File: src/rtl/motor_ramp_seq.sv
// Slew-rate limited left/right wheel command sequencer. Sign reversals are forced
// through zero plus a brake dwell; estop brakes both sides immediately.

module motor_ramp_side #(
    parameter int STEP      = 8,
    parameter int BRAKE_CYC = 4096
) (
    input  logic        clk,
    input  logic        rst_n,
    input  logic        tick,
    input  logic        estop,
    input  logic [10:0] tgt,
    output logic [10:0] cur,
    output logic [10:0] cur_nxt,
    output logic        busy_nxt,
    output logic        brake_nxt
);
    // state    | meaning
    // ST_IDLE  | cur == tgt (or waiting for the next tick to start ramping)
    // ST_RAMP  | stepping cur toward tgt (or toward 0 on a reversal) each tick
    // ST_BRAKE | holding cur at 0 for the reversal dwell
    localparam logic [1:0] ST_IDLE  = 2'd0;
    localparam logic [1:0] ST_RAMP  = 2'd1;
    localparam logic [1:0] ST_BRAKE = 2'd2;

    localparam int BW = (BRAKE_CYC > 1) ? $clog2(BRAKE_CYC) : 1;
    localparam logic signed [11:0] STEP_S = 12'(STEP);

    logic [1:0]          st, st_d;
    logic [BW-1:0]       brk_cnt, brk_cnt_d;
    logic [10:0]         n;
    logic signed [11:0]  c, t, up, dn;

    assign c  = {cur[10], cur};
    assign t  = {tgt[10], tgt};
    assign up = c + STEP_S;
    assign dn = c - STEP_S;

    always_comb begin
        n         = cur;
        st_d      = st;
        brk_cnt_d = brk_cnt;
        if (estop) begin
            n         = '0;
            st_d      = ST_IDLE;
            brk_cnt_d = '0;
        end else if (st == ST_BRAKE) begin
            n = '0;
            if (brk_cnt == '0)
                st_d = ST_RAMP;
            else
                brk_cnt_d = brk_cnt - BW'(1);
        end else if (tick && (st == ST_RAMP || c != t)) begin
            if (c != 12'sd0 && t != 12'sd0 && c[11] != t[11]) begin
                // opposite sign: head for zero first, never cross it in one step
                if (c[11])
                    n = (up > 12'sd0) ? 11'd0 : up[10:0];
                else
                    n = (dn < 12'sd0) ? 11'd0 : dn[10:0];
                if (n == 11'd0) begin
                    st_d      = ST_BRAKE;
                    brk_cnt_d = BW'(BRAKE_CYC - 1);
                end else begin
                    st_d = ST_RAMP;
                end
            end else begin
                if (t > c)
                    n = (up > t) ? tgt : up[10:0];
                else
                    n = (dn < t) ? tgt : dn[10:0];
                st_d = (n == tgt) ? ST_IDLE : ST_RAMP;
            end
        end
    end

    always_ff @(posedge clk or negedge rst_n) begin
        if (!rst_n) begin
            st      <= ST_IDLE;
            cur     <= '0;
            brk_cnt <= '0;
        end else begin
            st      <= st_d;
            cur     <= n;
            brk_cnt <= brk_cnt_d;
        end
    end

    assign cur_nxt   = n;
    assign busy_nxt  = (st_d != ST_IDLE);
    assign brake_nxt = (st_d == ST_BRAKE);
endmodule

module motor_ramp_seq #(
    parameter int STEP       = 8,
    parameter int UPDATE_DIV = 1024,
    parameter int BRAKE_CYC  = 4096
) (
    input  logic        clk,
    input  logic        rst_n,
    input  logic [10:0] lft_tgt,
    input  logic [10:0] rht_tgt,
    input  logic        tgt_vld,
    input  logic        estop,
    output logic [10:0] lft,
    output logic [10:0] rht,
    output logic        busy,
    output logic        at_tgt
);
    localparam int CW = $clog2(UPDATE_DIV);

    logic [CW-1:0] cnt;
    logic          tick;
    logic [10:0]   lft_tgt_q, rht_tgt_q, lft_tgt_d, rht_tgt_d;
    logic [10:0]   lft_nxt, rht_nxt;
    logic          lft_busy_d, rht_busy_d, lft_brk_d, rht_brk_d;

    // -1024 has no positive mirror, so it is pulled in to keep the ramp symmetric
    function automatic logic [10:0] sat_tgt(input logic [10:0] v);
        return (v == 11'h400) ? 11'h401 : v;
    endfunction

    assign tick = (cnt == CW'(UPDATE_DIV - 1));

    always_comb begin
        lft_tgt_d = lft_tgt_q;
        rht_tgt_d = rht_tgt_q;
        if (estop) begin
            lft_tgt_d = '0;
            rht_tgt_d = '0;
        end else if (tgt_vld) begin
            lft_tgt_d = sat_tgt(lft_tgt);
            rht_tgt_d = sat_tgt(rht_tgt);
        end
    end

    always_ff @(posedge clk or negedge rst_n) begin
        if (!rst_n) begin
            cnt       <= '0;
            lft_tgt_q <= '0;
            rht_tgt_q <= '0;
            busy      <= 1'b0;
            at_tgt    <= 1'b1;
        end else begin
            cnt       <= ((tgt_vld && !estop) || tick) ? '0 : cnt + CW'(1);
            lft_tgt_q <= lft_tgt_d;
            rht_tgt_q <= rht_tgt_d;
            busy      <= lft_busy_d | rht_busy_d;
            at_tgt    <= (lft_nxt == lft_tgt_d) && (rht_nxt == rht_tgt_d) &&
                         !lft_brk_d && !rht_brk_d;
        end
    end

    motor_ramp_side #(.STEP(STEP), .BRAKE_CYC(BRAKE_CYC)) u_lft (
        .clk       (clk),
        .rst_n     (rst_n),
        .tick      (tick),
        .estop     (estop),
        .tgt       (lft_tgt_q),
        .cur       (lft),
        .cur_nxt   (lft_nxt),
        .busy_nxt  (lft_busy_d),
        .brake_nxt (lft_brk_d)
    );

    motor_ramp_side #(.STEP(STEP), .BRAKE_CYC(BRAKE_CYC)) u_rht (
        .clk       (clk),
        .rst_n     (rst_n),
        .tick      (tick),
        .estop     (estop),
        .tgt       (rht_tgt_q),
        .cur       (rht),
        .cur_nxt   (rht_nxt),
        .busy_nxt  (rht_busy_d),
        .brake_nxt (rht_brk_d)
    );
endmodule

File: config.mk
export PLATFORM = sky130hd
export DESIGN_NAME = motor_ramp_seq
export DESIGN_NICKNAME = d
export VERILOG_FILES = /design/src/rtl/motor_ramp_seq.sv
export SDC_FILE = /design/constraint.sdc
export NUM_CORES = 1
export LEC_CHECK = 0
export CAP_MARGIN = 15
export CELL_PAD_IN_SITES_DETAIL_PLACEMENT = 1
export CELL_PAD_IN_SITES_GLOBAL_PLACEMENT = 2
export CORE_MARGIN = 1.5
export CORE_UTILIZATION = 41
export CTS_BUF_LIST = sky130_fd_sc_hd__clkbuf_8
export CTS_CLUSTER_DIAMETER = 50
export CTS_CLUSTER_SIZE = 30
export DETAILED_ROUTE_END_ITERATION = 6
export PLACE_DENSITY = 0.95
export SLEW_MARGIN = 5
export SYNTH_ARGS = -nofsm -noshare
export SYNTH_HDL_FRONTEND = slang
export SYNTH_HIERARCHICAL = 1
export SYNTH_SLANG_ARGS = --single-unit
File: constraint.sdc
create_clock -name clk -period 10.74 [get_ports clk]
set_clock_uncertainty 0.2 [all_clocks]
set_input_delay 1.074 -clock clk [delete_from_list [all_inputs] [get_ports clk]]
set_output_delay 1.074 -clock clk [all_outputs]
set_load 0.02 [all_outputs]
# ---- Word-level counts from Yosys, hierarchy flattened
# Cells that the tools add are included.
dict set report totals {
  reg_bits 84
  out_inout_bits 24
  word_cells 151
}
dict set report classes {
  n_mux 69
  eq_ne 19
  n_lt_le_gt_ge 10
  reduce_logical 34
  n_addsub 7
  bitwise_logic 1
}
# op n
set ops {}
lappend ops {{11-bit two-way mux} 42}
lappend ops {{12-bit two-way mux} 12}
lappend ops {{12-bit nonzero test} 4}
lappend ops {{11-bit == test} 4}
lappend ops {{11-bit by 5-bit adder with 12-bit output, second input constant} 2}
lappend ops {{12-bit by 1-bit > comparator with 1-bit output, second input constant} 2}
lappend ops {{12-bit by 11-bit > comparator with 1-bit output} 2}
lappend ops {{12-bit logical NOT} 2}
lappend ops {{12-bit by 1-bit < comparator with 1-bit output, second input constant} 2}
lappend ops {{12-bit by 11-bit < comparator with 1-bit output} 2}
lappend ops {{2-bit two-way mux} 12}
lappend ops {{11-bit by 5-bit subtractor with 12-bit output, second input constant} 2}
lappend ops {{12-bit by 1-bit subtractor with 12-bit output, second input constant} 2}
lappend ops {{11-bit == test, second input constant} 2}
lappend ops {{11-bit > comparator} 2}
lappend ops {{11-bit logical NOT} 2}
lappend ops {{11-bit != test} 2}
lappend ops {{3-bit nonzero test} 6}
lappend ops {{10-bit by 1-bit adder with 10-bit output, second input constant} 1}
lappend ops {{10-bit == test, second input constant} 1}
lappend ops {{1-bit logical AND} 10}
lappend ops {{10-bit two-way mux} 1}
lappend ops {{2-bit == test, second input constant} 4}
lappend ops {{4-bit AND reduction} 2}
lappend ops {{other kinds (8)} 17}

# ---- Depth between registers and ports, before layout
dict set report logic_depth {
  depth_word 18
  depth_mapped 20
}

# ---- Modules after synthesis
# The synthesis kept the hierarchy.
# module instances area_per_inst_um2 cells_each
set by_module_without_submodules {}
lappend by_module_without_submodules {{motor_ramp_side at u_lft} 1 3208.1 414}
lappend by_module_without_submodules {{motor_ramp_side at u_rht} 1 2994.1 389}
lappend by_module_without_submodules {motor_ramp_seq 1 1898.1 194}

# ---- Least setup slack after synthesis
# Ideal clock, no wire load.
dict set report synth_timing {
  path_kind {register to register}
  startpoint {register u_rht.cur[3]}
  endpoint {register at_tgt}
  synth_period_minus_slack_ns 4.799
  path_stages_with_launch 20
  t_arrival_ns 4.509
  t_required_ns 10.450
  setup_slack_ns 5.941
  setup_time_ns 0.090
  path_cell_list {dfrtp_1 > clkbuf_1 > inv_1 > ha_1 > nor3b_2 > nand3_1 > xnor2_1 > ha_1 > a21oi_1 > nor2_1 > a211oi_1 > a31oi_1 > or3_1 > and3_1 > clkbuf_1 > a2111oi_0 > nor3_1 > nor4b_2 > nand4_1 > nor4_2}
}
# item line
set synth_lines {}
lappend synth_lines {{from (decl)} 13} ;# output logic [10:0] cur,
lappend synth_lines {{from (signal assigned)} 83} ;# cur <= n;
lappend synth_lines {{11-bit by 5-bit subtractor with 12-bit output or 11-bit by 5-bit adder with 12-bit output (tied branches)} {37, 36}}
lappend synth_lines {{12-bit by 11-bit < comparator with 1-bit output, or another cell as far along} 70} ;# n = (dn < t) ? tgt : dn[10:0];
lappend synth_lines {{11-bit two-way mux (on tied branches)} n/a}
lappend synth_lines {{11-bit two-way mux (on tied branches)} {67, 56}}
lappend synth_lines {{11-bit two-way mux} 54} ;# if (c != 12'sd0 && t != 12'sd0 && c[11] != t[11]) begin
lappend synth_lines {{11-bit two-way mux} 53} ;# end else if (tick && (st == ST_RAMP || c != t)) begin
lappend synth_lines {{11-bit two-way mux} 47} ;# end else if (st == ST_BRAKE) begin
lappend synth_lines {{11-bit two-way mux} 43} ;# if (estop) begin
lappend synth_lines {{11-bit two-way mux} 54}
lappend synth_lines {{11-bit two-way mux *} 53}
lappend synth_lines {{11-bit two-way mux *} 47}
lappend synth_lines {{11-bit two-way mux *} 43}
lappend synth_lines {{named net rht_nxt[3]} 114} ;# logic [10:0] lft_nxt, rht_nxt;
lappend synth_lines {{11-bit == test *} 148} ;# at_tgt <= (lft_nxt == lft_tgt_d) && (rht_nxt == rht_tgt_d) &&
lappend synth_lines {{1-bit logical AND * (2 in series)} 148}
lappend synth_lines {{1-bit logical AND *} 149} ;# !lft_brk_d && !rht_brk_d;
lappend synth_lines {{to (signal assigned)} 148}
lappend synth_lines {{to (decl)} 107} ;# output logic at_tgt
# The timed path passes the listed nets; every way through them passes the cells marked *. The select of a mux whose other input is x is not followed.
# A chain may end at the register's enable or synchronous reset.

# ---- Worst setup path after layout
dict set report layout_timing {
  startpoint {register u_lft.cur[3]}
  endpoint {register at_tgt}
}
# item line
set layout_lines {}
lappend layout_lines {{from (decl)} 13}
lappend layout_lines {{from (signal assigned)} 83}
lappend layout_lines {{11-bit by 5-bit subtractor with 12-bit output or 11-bit by 5-bit adder with 12-bit output (tied branches)} {37, 36}}
lappend layout_lines {{12-bit by 11-bit < comparator with 1-bit output, or another cell as far along} 70}
lappend layout_lines {{11-bit two-way mux (on tied branches)} n/a}
lappend layout_lines {{11-bit two-way mux (on tied branches)} {67, 56}}
lappend layout_lines {{11-bit two-way mux} 54}
lappend layout_lines {{11-bit two-way mux} 53}
lappend layout_lines {{11-bit two-way mux} 47}
lappend layout_lines {{11-bit two-way mux} 43}
lappend layout_lines {{11-bit two-way mux} 54}
lappend layout_lines {{11-bit two-way mux *} 53}
lappend layout_lines {{11-bit two-way mux *} 47}
lappend layout_lines {{11-bit two-way mux *} 43}
lappend layout_lines {{named net lft_nxt[10]} 114}
lappend layout_lines {{11-bit == test *} 148}
lappend layout_lines {{1-bit logical AND * (2 in series)} 148}
lappend layout_lines {{1-bit logical AND *} 149}
# Marked as above.

==> summary.md <==
| Metric | Value |
|---|---|
| Status | `completed` |
| Post-CTS Repair Setup Buffers | `0` |
| Util after Layout | `46.0%` |
| Yosys cell types | `97` |
| Relative slew slack | `33.1%` |
| Final Worst Setup Slack | `5040 ps` |
| Tightest Pin Transition | `1000 ps` |
| Met2 usage | `47.1%` |
| Htree depth | `3` |
| Register area share after synthesis | `26.0%` |
| Synth Cell Area | `8100 µm²` |
| Share of layout cells above drive strength 1 | `5.58%` |
| YS warnings | `6` |
| Clock power share | `33.5%` |
| Most common cell in the synthesized netlist | `nor2_1` |
| Share of the synthesized area in the top cell type | `25.6%` |
| Crit path DAT | `5800 ps` |
| Crit path capture type | `flip-flop` |
| Initial antenna violation count | `0` |
| Clk sinks | `84` |
| CTS tree | `built` |
| P_sw | `0.238 mW` |
| Synthesized area per cell | `8.12 µm²` |
| Met3 Usage GRT | `3.40%` |
| Met1 Track Usage GR | `36.3%` |
| Cell Pwr Density | `84.9 nW/µm²` |
| Max incr delay on CP | `650 ps` |
| Final setup fails | `0` |
| Fill count | `2,394` |
| Synth top cells by count | `nor2_1, dfrtp_1, inv_1, ha_1, nand2_1` |
| Final Critical Period | `5700 ps` |
| Drt drc | `0` |
| Cells after synthesis | `997` |
| Via count | `7,839` |
| Net Sw Frac | `31.4%` |
| Detailed router's first-iteration violation count | `543` |
| Routed WL | `27.3 mm` |
| Die ar. | `20,600 µm²` |
| IR drop worst, VDD | `52.8 µV` |
| Worst hold margin | `287 ps` |
| Clk_lat worst skew | `380 ps` |
| Root buf cell | `clkbuf_8` |
| Comb pwr share | `21.0%` |
| Critical path class | `reg -> reg` |
| Leakage | `3.74 nW` |
| Top-Level Pins | `50` |
| Most area-consuming cells after synthesis | `dfrtp_1, ha_1, xnor2_1` |
| Via/cell ratio | `6.10` |
| DIE WIDTH | `144 µm` |
| GR Overflow Total | `0` |
| Synth Flop Type | `dfrtp_1` |
| Diode count | `0` |
| Cts bufs inserted | `9` |
| Number of global-route vias before repair | `7,860` |
| CP Cell Sequence | `ha_1 -> nand3_1 -> nor3_1 -> xnor2_1 -> ha_1 -> a21o_1 -> a2111oi_0 -> a31oi_1 -> or2_2 -> and2_0 -> a211o_1 -> a21oi_1 -> or3_1 -> nand4_1 -> or4_1 -> nor4_2` |
| Chip Height | `144 µm` |
| Slowest library cell on the worst path | `dfrtp_1` |
| CP max FO | `12` |
| Final instance area | `8920 µm²` |
| Placeable Area | `19,400 µm²` |
| HPWL after detailed placement | `21.2 mm` |
| Startpoint Class | `flip-flop` |
| Min-delay worst type | `reg -> reg` |
| Post-Layout Cell Count | `1,286` |
| Setup TNS | `0 ps` |
| FMAX | `176 MHz` |
| Async S/R FF share, synth | `100%` |
| RePlAce Congestion | `0.991` |
| Most used cell along the critical path | `ha_1` |
| RSZ-0062 raised after global routing | `no` |
| GRT Total Usage | `27.6%` |
| Starting density of the core | `41.8%` |
| CTS clock-pin slew for the worst setup and hold paths | `90 ps` |
| Drt first pass iters | `5` |
| P&R area growth vs syn | `10.2%` |
| Number of synthesized register bits | `84` |
| Mapped Nets | `1,092` |
| Worst path required time | `10,840 ps` |
| GRT Max-Usage Layer | `met2` |
| Clock Path Buffers | `2` |
| Total power | `0.757 mW` |
| Hold_buf cts | `0` |
| Largest net degree at the start of global routing | `91` |
| IO Port Bufs | `49` |
| Dpl ws | `5210 ps` |
| Number of synthesized flops with an enable pin | `0` |
| Final Cycle Share | `53.0%` |
| Post-synth top area cell | `dfrtp_1` |
| WP buf/inv | `0` |
| First-pass GRT wire length | `43.6 mm` |
| Internal cell power | `0.519 mW` |
| Sequential power share | `45.5%` |
| Dpl cells | `1,271` |
| CP delay by family, top | `simple AND/OR/NAND/NOR gates` |
| Row count | `51` |
| Fin nets | `1,112` |
| Final Hold Violating Endpoints | `0` |
| Wire length per cell | `21.2 µm` |
| DP Area | `8710 µm²` |
| Antenna-violating nets left | `0` |
| Max-cap violation count | `0` |
| Fin. max-slew vios | `0` |
| Resized Gates After CTS | `0` |
[final timing paths]
check                           slack [ps]           endpoint    startpoint  depth (start not counted)
worst min-delay path                   290             cnt[0]        cnt[0]                          1
worst min register to register         290             cnt[0]        cnt[0]                          1
worst max-delay path                  5040             at_tgt  u_lft/cur[3]                         16
min in group asynchronous              300  u_lft/brk_cnt[11]         rst_n                          1
worst max register to register        5040             at_tgt  u_lft/cur[3]                         16
max in group asynchronous             8830       lft_tgt_q[8]         rst_n                          2
[power groups by stage]
| stage | registers, mW | clock network (mW) | logic [mW] |
|---|---|---|---|
| 4_1_cts | 0.345 | 0.260 | 0.158 |
| 3_5_place_dp | 0.350 | 0 | 0.157 |
| 3_3_place_gp | 0.350 | 0 | 0.153 |
| 6_report | 0.345 | 0.254 | 0.159 |
| 5_1_grt | 0.347 | 0.272 | 0.176 |
| 2_1_floorplan | 0.344 | 0 | 0.109 |
[worst register-to-register path, cell delays in order, from the launching register on]
cell and delay (ps):
dfrtp_1 650, ha_1 530, nand3_1 210, nor3_1 250, xnor2_1 270, ha_1 330
a21o_1 180, a2111oi_0 500, a31oi_1 180, or2_2 400, and2_0 300, a211o_1 360
a21oi_1 300, or3_1 160, nand4_1 140, or4_1 440, nor4_2 210
[layout make-up]
cell class | count | area (µm²) | area share, %
multi-input cells | 786 | 5450 | 61.0
flip-flops and latches | 84 | 2100 | 23.6
repair buffers | 54 | 520 | 5.83
well taps | 265 | 332 | 3.72
inverters | 82 | 308 | 3.45
clock buffers | 9 | 124 | 1.39
clock inverters | 6 | 88.8 | 0.996
[registers in the layout (all words and copies together) (netlist names), 10 cells and up]
name	count
lft_tgt_q	11
cnt	10
u_rht/brk_cnt	12
rht_tgt_q	11
u_lft/brk_cnt	12
u_lft/cur	11
u_rht/cur	11
[logic make-up after synthesis]
group	count (synthesis)	synth area share, %
buffers and inverters	127	6.78
multiplexers	24	3.12
flip-flops	84	26.0
AO/OA/AOI/OAI	260	22.1
AND/OR/NAND/NOR	367	24.2
adder cells (fa/ha/maj)	70	10.8
XOR/XNOR	65	7.03
[routing by layer]
| metal | up-vias | share of wire, % |
|---|---|---|
| met4 | 0 | 2.4 |
| met3 | 45 | 3.7 |
| met1 | 3893 | 45 |
| met2 | 198 | 48 |
| li1 | 3703 | - |
| met5 | - | 0 |
[layout by cell type (no fill, tap or decap), types with 10 or more instances in the layout]
master           count
nand2_1             67
inv_1               76
or3_1               24
nand3_1             31
nor3_1              42
a211oi_1            15
mux2i_1             23
nor4_1              16
xnor2_1             50
clkdlybuf4s50_1     47
a21oi_1             51
o21ai_0             52
a21o_1              10
xor2_1              15
nor2_1              95
dfrtp_1             83
a31oi_1             21
ha_1                69
nand4_1             18
o22ai_1             11
Note: power is estimated with default switching activity, not from simulation.
